## src/rtl/cpu_types_pkg.sv

```systemverilog
// Shared CPU type definitions.
// Holds the instruction-cache address view (tag/idx/byte-offset split),
// its field widths, and the cache controller state encoding.
package cpu_types_pkg;

    localparam int ITAG_W = 26;
    localparam int IIDX_W = 4;

    // Byte address as seen by the instruction cache.
    typedef struct packed {
        logic [ITAG_W-1:0] tag;
        logic [IIDX_W-1:0] idx;
        logic [1:0]        bytoff;
    } icachef_t;

    typedef enum logic {
        IDLE  = 1'b0,
        FETCH = 1'b1
    } icache_state_t;

endpackage

```

## src/rtl/icache.sv

```systemverilog
// Direct-mapped, one-word-per-block instruction cache.
//
// Ports:
//   CLK, nRST            clock, asynchronous active-low reset
//   halt                 datapath halted: no new fill may start
//   imemREN, imemaddr    fetch request from the datapath
//   ihit, imemload       combinational hit and instruction word
//   iREN, iaddr          read request toward the memory controller
//   iwait, iload         memory busy flag and read data
//   hit_count            saturating count of hit cycles
//   miss_count           saturating count of fills started
//
// NFRAMES must equal 2**IIDX_W because the frame index is taken straight
// from the idx field of the address.
module icache
    import cpu_types_pkg::*;
#(
    parameter int NFRAMES = 16
) (
    input  logic        CLK,
    input  logic        nRST,
    input  logic        halt,
    input  logic        imemREN,
    input  logic [31:0] imemaddr,
    output logic        ihit,
    output logic [31:0] imemload,
    output logic        iREN,
    output logic [31:0] iaddr,
    input  logic        iwait,
    input  logic [31:0] iload,
    output logic [31:0] hit_count,
    output logic [31:0] miss_count
);

    icache_state_t     state, next_state;
    icachef_t          raddr;
    icachef_t          maddr;

    logic [NFRAMES-1:0] valid;
    logic [ITAG_W-1:0]  tags [NFRAMES];
    logic [31:0]        data [NFRAMES];

    logic [31:0] hit_cnt, miss_cnt;
    logic        hit, start_fill, fill_done;

    // The byte offset never takes part in a lookup.
    logic unused_bytoff;
    assign unused_bytoff = ^raddr.bytoff;

    function automatic logic [31:0] sat_inc(input logic [31:0] v);
        return (v == 32'hFFFF_FFFF) ? v : v + 32'd1;
    endfunction

    assign raddr = icachef_t'(imemaddr);

    // Lookup is combinational and suppressed while a fill is outstanding.
    assign hit = imemREN && valid[raddr.idx] && (tags[raddr.idx] == raddr.tag)
                 && (state == IDLE);

    assign ihit       = hit;
    assign imemload   = hit ? data[raddr.idx] : 32'h0;
    assign hit_count  = hit_cnt;
    assign miss_count = miss_cnt;

    always_comb begin
        next_state = state;
        start_fill = 1'b0;
        fill_done  = 1'b0;
        iREN       = 1'b0;
        iaddr      = 32'h0;
        case (state)
            IDLE: begin
                if (imemREN && !hit && !halt) begin
                    start_fill = 1'b1;
                    next_state = FETCH;
                end
            end
            FETCH: begin
                iREN  = 1'b1;
                iaddr = maddr;
                // The fill targets maddr regardless of redirects or halt.
                if (!iwait) begin
                    fill_done  = 1'b1;
                    next_state = IDLE;
                end
            end
            default: next_state = IDLE;
        endcase
    end

    always_ff @(posedge CLK or negedge nRST) begin
        if (!nRST) begin
            state    <= IDLE;
            maddr    <= '0;
            hit_cnt  <= 32'h0;
            miss_cnt <= 32'h0;
        end else begin
            state <= next_state;
            if (start_fill) begin
                maddr    <= '{tag: raddr.tag, idx: raddr.idx, bytoff: 2'b00};
                miss_cnt <= sat_inc(miss_cnt);
            end
            if (hit) begin
                hit_cnt <= sat_inc(hit_cnt);
            end
        end
    end

    // Frame storage lives in flops so reset can invalidate every frame,
    // including one whose fill was cut short.
    always_ff @(posedge CLK or negedge nRST) begin
        if (!nRST) begin
            valid <= '0;
            for (int i = 0; i < NFRAMES; i++) begin
                tags[i] <= '0;
                data[i] <= '0;
            end
        end else if (fill_done) begin
            valid[maddr.idx] <= 1'b1;
            tags[maddr.idx]  <= maddr.tag;
            data[maddr.idx]  <= iload;
        end
    end

endmodule

```

## config.mk

```make
export PLATFORM = sky130hd
export DESIGN_NAME = icache
export DESIGN_NICKNAME = d
export VERILOG_FILES = /design/src/rtl/cpu_types_pkg.sv /design/src/rtl/icache.sv
export SDC_FILE = /design/constraint.sdc
export NUM_CORES = 1
export LEC_CHECK = 0
export ABC_CLOCK_PERIOD_IN_PS = 7370
export BUFFER_PORTS_ARGS = -buffer_cell sky130_fd_sc_hd__buf_4
export CORE_MARGIN = 4
export CORE_UTILIZATION = 48
export DETAILED_ROUTE_END_ITERATION = 8
export GPL_TIMING_DRIVEN = 0
export HOLD_SLACK_MARGIN = 0.15
export SLEW_MARGIN = 25
export SYNTH_ARGS = -nofsm -noshare
export SYNTH_HDL_FRONTEND = slang
export SYNTH_SLANG_ARGS = --single-unit
```

## constraint.sdc

```tcl
create_clock -name CLK -period 7.37 [get_ports CLK]
set_input_delay 0 -clock CLK [delete_from_list [all_inputs] [get_ports CLK]]
set_output_delay 0 -clock CLK [all_outputs]
set_load 0.005 [all_outputs]
```

==> reports/summary.txt, run 1 <==
===========================================================================================
Placed cell count                                                                     4,500
Library cell used as clock root buffer                                            clkbuf_16
Die extent in x                                                                      321 µm
Maximum root-to-sink buffer count                                                         3
Number of fill cells in the layout                                                    7,738
Proportion of power drawn by the clock network                                        30.4%
Area of the placeable core                                                       97,000 µm²
Number of synthesis warnings                                                              0
Row Count                                                                               114
Ratio of cells with drive above 1 in the final layout                                 47.8%
Final setup violation count                                                               0
Count of final hold-check violations                                                      0
Remaining DRCs                                                                            0
Commonest cells after routing, fill and taps aside                             dfrtp_1, mux2_2, mux4_2, buf_4, clkbuf_1
Post-DR vias/cell                                                                      5.98
Area added between synthesis and finish                                               17.8%
Detailed-route wire length per cell                                                 28.6 µm
Static leakage                                                                      26.0 nW
Sort of element at the end of the critical path                                primary output
Number of design-rule violations left by the first detailed-router iteration          2,049
Hold buffers post-CTS                                                                   116
Outcome                                                                        complete, no violations
Area of the die                                                                 103,000 µm²
Fmax                                                                                169 MHz
Clock period minus final worst setup slack                                          5920 ps
Arrival time worst endpoint                                                         5920 ps
Effective utilization at floorplan                                                    48.6%
Crit Path Class                                                                primary input to primary output
Number of instances in the synthesized netlist                                        3,023
GRT Total Usage                                                                       27.0%
Number of post-CTS setup repair buffers                                                   0
Area taken by flip-flops and latches                                             26,000 µm²
Number of buffers inserted by port buffering                                            192
Slew margin rel.                                                                      24.9%
Number of H-tree levels                                                                   3
Via count of the first global-routing pass                                           31,600
Net switching power figure                                                        0.00501 W
Final worst-path cycle share                                                          80.3%
Utilization of the core after routing                                                 57.2%
Reg clk slew, reported paths                                                          60 ps
Number of antenna violations at the first check in global routing                         5
Final global-route overflow total                                                         0
Share of synthesized flip-flops with an asynchronous set or reset                      100%
Post-Synthesis Mean Instance Area                                                  15.6 µm²
NumNets Final                                                                         3,526
Net Sw Frac                                                                           26.1%
Final Wtd Congestion                                                                  0.820
First-pass GRT wire length                                                           206 mm
Boundary pin count                                                                      199
Vertical die dimension                                                               321 µm
Pin count of the biggest net entering global routing                                    148
Pwr dens                                                                         346 nW/µm²
Number of clock sinks seen by CTS                                                     1,039
Final Non-Filler Cells                                                                4,822
Number of synthesized flops with an enable pin                                            0
Yosys cell types                                                                         44
Area used by multi-input combinational logic                                     20,100 µm²
Total Negative Setup Slacks                                                            0 ps
Pins Over Slew Limit                                                                      0
Yosys reg bits                                                                        1,039
Worst-margin pin slew                                                               1130 ps
Type of origin of the critical path                                            primary input
Vias                                                                                 28,800
Clock Latency Late Sink                                                              690 ps
Number of nets with antenna violations after detailed routing                             0
Commonest non-fill, non-tap cell in the layout                                      dfrtp_1
Final wirelength                                                                     138 mm
Number of maximum-capacitance constraint violations                                       0
Class of the worst hold path                                                   primary input to register
Register-to-Register Setup Slack                                                    3030 ps
Share of synthesized area occupied by flip-flops and latches                          55.2%
Max rail drop VDD                                                                0.000218 V
Top_reg_cell synth                                                                  dfrtp_1
Worst-path maximum fanout                                                                10
Worst Skew                                                                          25.6 ps
Combinational share of power                                                          22.6%
Internal power summed over all cells                                               0.0142 W
Total power                                                                        0.0192 W
Detailed placement HPWL                                                             89.3 mm
Router iterations before antenna repair                                                   6
Clock tree from TritonCTS                                                              done
Number of buffers inserted during clock tree synthesis                                  112
Total of cells resized after clock tree synthesis                                         0
Required time at the worst-slack endpoint                                           7370 ps
Power share of the sequential group                                                   47.0%
Setup repair after global routing missed its margin                                   false
Mapped cell area                                                                 47,100 µm²
===========================================================================================
## final timing paths
| kind | start | to | cells after the start |
|---|---|---|---|
| worst max-delay path | imemaddr[4] | imemload[14] | 17 |
| worst min-delay path | imemaddr[17] | maddr[17] | 3 |
| worst max register to register | tags[222] | maddr[22] | 9 |
| worst min register to register | valid[0] | valid[0] | 1 |
| max in group asynchronous | nRST | data[87] | 6 |
| min in group asynchronous | nRST | tags[384] | 4 |
## worst max-delay path: stages
cell      delay [ps]
buf_2            330
buf_4            330
buf_4            290
buf_2            390
buf_2            510
mux4_2           390
mux2i_1          170
mux2i_1          120
xnor2_1          480
nand2_1          140
nor4_1           540
nand4_1          280
buf_2            330
inv_1            390
clkbuf_1         670
and2_1           340
buf_4            150
## state kept, by name, indices dropped and copies added (netlist names)
register	cells
data	512
hit_count	32
maddr	30
miss_count	32
state	1
tags	416
valid	16
## cells by family (layout without fill, tap and decap cells)
kind of cell | Yosys count | count (layout) | share of synthesized area, %
AO/OA/AOI/OAI | 54 | 54 | 0.897
flip-flops | 1039 | 1039 | 55.2
multiplexers | 1277 | 1277 | 36.3
buffers and inverters | 260 | 781 | 2.25
adder cells (fa/ha/maj) | 2 | 2 | 0.0531
other | 1 | 3 | 0.00796
XOR/XNOR | 87 | 87 | 1.62
AND/OR/NAND/NOR | 303 | 303 | 3.65
## layer usage
| layer | up-vias | routed length (µm) | global-route usage [%] |
|---|---|---|---|
| met5 | - | 55 | 0 |
| met4 | 8 | 5130 | 9.35 |
| met3 | 289 | 8260 | 5.36 |
| met2 | 927 | 67400 | 44.7 |
| met1 | 15600 | 57200 | 36.0 |
| li1 | 12000 | - | - |
## cell type report
| class | instances | share of cell area, % |
|---|---|---|
| Clock inverter | 39 | 0.895 |
| Sequential cell | 1039 | 46.9 |
| Timing Repair Buffer | 317 | 5.15 |
| Multi-Input combinational cell | 1725 | 36.2 |
| Inverter | 5 | 0.0338 |
| Antenna cell | 1 | 0.00451 |
| Buffer | 255 | 1.97 |
| Tap cell | 1276 | 2.88 |
| Clock buffer | 165 | 6.05 |
## power groups by stage
stage	Clock [W]	Sequential [W]	Combinational, W
global placement	0	0.00890	0.00411
detailed placement	0	0.00909	0.00433
finish	0.00584	0.00903	0.00435
global route	0.00619	0.00926	0.00471
CTS	0.00595	0.00900	0.00440
floorplan	0	0.00866	0.00336
## cell usage after synthesis, types with 23 or more instances
master    count  area [µm²]
mux4_2      250        5630
mux2i_1      54         541
buf_1        87         327
xnor2_1      47         412
and3_1       41         257
buf_2        23         115
nand3_1      34         170
nand2_1      39         146
clkbuf_1    133         499
and2_1       69         432
xor2_1       40         350
dfrtp_1    1039       26000
mux2_2      973       11000
nand4_1      23         144
## stage by stage
| step | worst slack, ps | cell area, µm² | hold slack, ps |
|---|---|---|---|
| after detailed placement | 1280 | 50400 | 9.83 |
| after global routing | 1320 | 55500 | 177 |
| final | 1450 | 55500 | 188 |
| after global placement | -5340 | 50200 | 258 |
| after CTS | 1270 | 55500 | 158 |
| after floorplan | 4110 | 47100 | -296 |
(Power assumes the default switching activity.)
==> run 2: changes to the inputs <==
--- a/config.mk
+++ b/config.mk
@@ -5,7 +5,7 @@
 export SDC_FILE = /design/constraint.sdc
 export NUM_CORES = 1
 export LEC_CHECK = 0
-export ABC_CLOCK_PERIOD_IN_PS = 7370
+export ABC_CLOCK_PERIOD_IN_PS = 5500
 export BUFFER_PORTS_ARGS = -buffer_cell sky130_fd_sc_hd__buf_4
 export CORE_MARGIN = 4
 export CORE_UTILIZATION = 48
==> constraint.sdc (replaced) <==
create_clock -name CLK -period 5.5 [get_ports CLK]
set_input_delay 0 -clock CLK [delete_from_list [all_inputs] [get_ports CLK]]
set_output_delay 0 -clock CLK [all_outputs]
set_load 0.005 [all_outputs]
==> run 2 against run 1 <==
Net effect: via count grew 0.12%; sequential share of layout area about the same; final area barely moved; final cell count hardly changed; global-route usage hardly changed; largest cell class unchanged; largest power group unchanged; highest routed layer unchanged.
==> reports/summary.txt, run 2 (synthesis gave the netlist of run 1 again) <==
===========================================================================================
Final wirelength                                                                     138 mm
Clock tree from TritonCTS                                                              done
Number of buffers inserted during clock tree synthesis                                  112
Max rail drop VDD                                                                0.000292 V
Cell depth of the worst min-delay path                                                    3
Pins Over Slew Limit                                                                      0
Area added between synthesis and finish                                               17.8%
Number of nets with antenna violations after detailed routing                             0
Vias                                                                                 28,900
NumNets Final                                                                         3,525
Clock period minus final worst setup slack                                          5250 ps
Final setup violation count                                                               0
R2R depth                                                                                 9
Worst Skew                                                                          22.1 ps
Final Wtd Congestion                                                                  0.820
Fmax                                                                                191 MHz
Remaining DRCs                                                                            0
Post-route cell area                                                             55,500 µm²
Outcome                                                                        complete, no violations
Final global-route overflow total                                                         0
Total Negative Setup Slacks                                                            0 ps
Router iterations before antenna repair                                                   5
Class of the worst hold path                                                   primary input to register
GRT Total Usage                                                                       27.0%
Number of design-rule violations left by the first detailed-router iteration          2,090
Boundary pin count                                                                      199
Setup repair after global routing missed its margin                                   false
First-pass GRT wire length                                                           206 mm
Final worst-path cycle share                                                          95.4%
Vertical die dimension                                                               321 µm
Post-detailed-placement cell area                                                50,400 µm²
Number of H-tree levels                                                                   3
Required time at the worst-slack endpoint                                           5500 ps
Maximum root-to-sink buffer count                                                         3
Worst-path maximum fanout                                                                10
Crit Path Class                                                                primary input to primary output
Type of origin of the critical path                                            primary input
Pwr dens                                                                         464 nW/µm²
Worst-margin pin slew                                                               1140 ps
Biggest registers after layout                                                 data (512), tags (416)
Library cell used as clock root buffer                                            clkbuf_16
Effective utilization at floorplan                                                    48.6%
Slew margin rel.                                                                      24.3%
Detailed placement HPWL                                                             89.3 mm
Sort of element at the end of the critical path                                primary output
Via count of the first global-routing pass                                           31,600
Clock Latency Late Sink                                                              690 ps
Detailed-route wire length per cell                                                 28.7 µm
Number of clock sinks seen by CTS                                                     1,039
Reg clk slew, reported paths                                                          60 ps
Number of antenna violations at the first check in global routing                         5
Commonest non-fill, non-tap cell in the layout                                      dfrtp_1
Number of maximum-capacitance constraint violations                                       0
Count of final hold-check violations                                                      0
Static leakage                                                                      26.0 nW
Die extent in x                                                                      321 µm
Number of buffers inserted by port buffering                                            192
Commonest cells after routing, fill and taps aside                             dfrtp_1, mux2_2, mux4_2, buf_4, clkbuf_1
Post-DR vias/cell                                                                      5.99
Ratio of cells with drive above 1 in the final layout                                 47.9%
Area of the placeable core                                                       97,000 µm²
Flip-flop count of the largest register, all copies and words added                     512
Pin count of the biggest net entering global routing                                    148
Row Count                                                                               114
Total power                                                                        0.0257 W
Area of the die                                                                 103,000 µm²
Biggest register                                                                       data
Arrival time worst endpoint                                                         5250 ps
===========================================================================================
## run 2: report_power, final
group	total (W)	internal (W)	switching, W
registers	0.0121	0.0106	0.00154
clock network	0.00782	0.00472	0.00311
logic	0.00583	0.00376	0.00207
total	0.0257	0.0190	0.00671
## run 2: worst paths after layout
path,from,to,slack (ps)
max in group asynchronous,nRST,data[87],3010
max,imemaddr[5],imemload[14],250
min,imemaddr[17],maddr[17],190
max reg2reg,tags[222],maddr[22],1360
min in group asynchronous,nRST,tags[384],590
min reg2reg,valid[0],valid[0],460
## run 2: through the flow
| step | std cells | setup slack (ps) | util (%) | hold slack (ps) |
|---|---|---|---|---|
| after floorplan | 3024 | 2240 | - | -296 |
| after global placement | 4492 | -7210 | 51.7 | 258 |
| after detailed placement | 4500 | -588 | 52.0 | 9.83 |
| after CTS | 4819 | 131 | 57.2 | 158 |
| after global routing | 4820 | 154 | 57.2 | 177 |
| final | 4823 | 253 | 57.2 | 192 |
## run 2: worst max-delay path, cell delays in order
cell      delay (ps)
buf_4            130
buf_1            630
clkbuf_1         710
buf_2            530
mux2i_1          270
mux2i_1          120
xnor2_1          500
nand2_1          140
nor4_2           350
nand4_1          240
buf_2            310
inv_1            400
clkbuf_2         430
and2_1           300
buf_4            150
## run 2: timing repair
action | in CTS | in global routing
endpoints found under the setup margin | 30 | 0
endpoints found under the hold margin | 940 | 0
hold buffers | 116 | 0
resized for setup | 5 | 0
setup buffers | 0 | 0
## run 2: layer usage
metal  vias up  GRT usage, %  part of all wire [%]
li1      12000             -                     -
met1     15600          36.0                    41
met2       974          44.7                    49
met3       286          5.39                   6.2
met4         8          9.36                   3.7
met5         -             0                 0.040
## run 2: layout make-up
| class | count | area, µm² |
|---|---|---|
| fill | 7735 | 41500 |
| sequential | 1039 | 26000 |
| multi-input combinational | 1725 | 20100 |
| clock buffer | 165 | 3360 |
| timing repair buffer | 317 | 2860 |
| tap | 1276 | 1600 |
| buffer | 254 | 1100 |
| clock inverter | 39 | 497 |
| inverter | 5 | 18.8 |
| antenna | 3 | 7.51 |
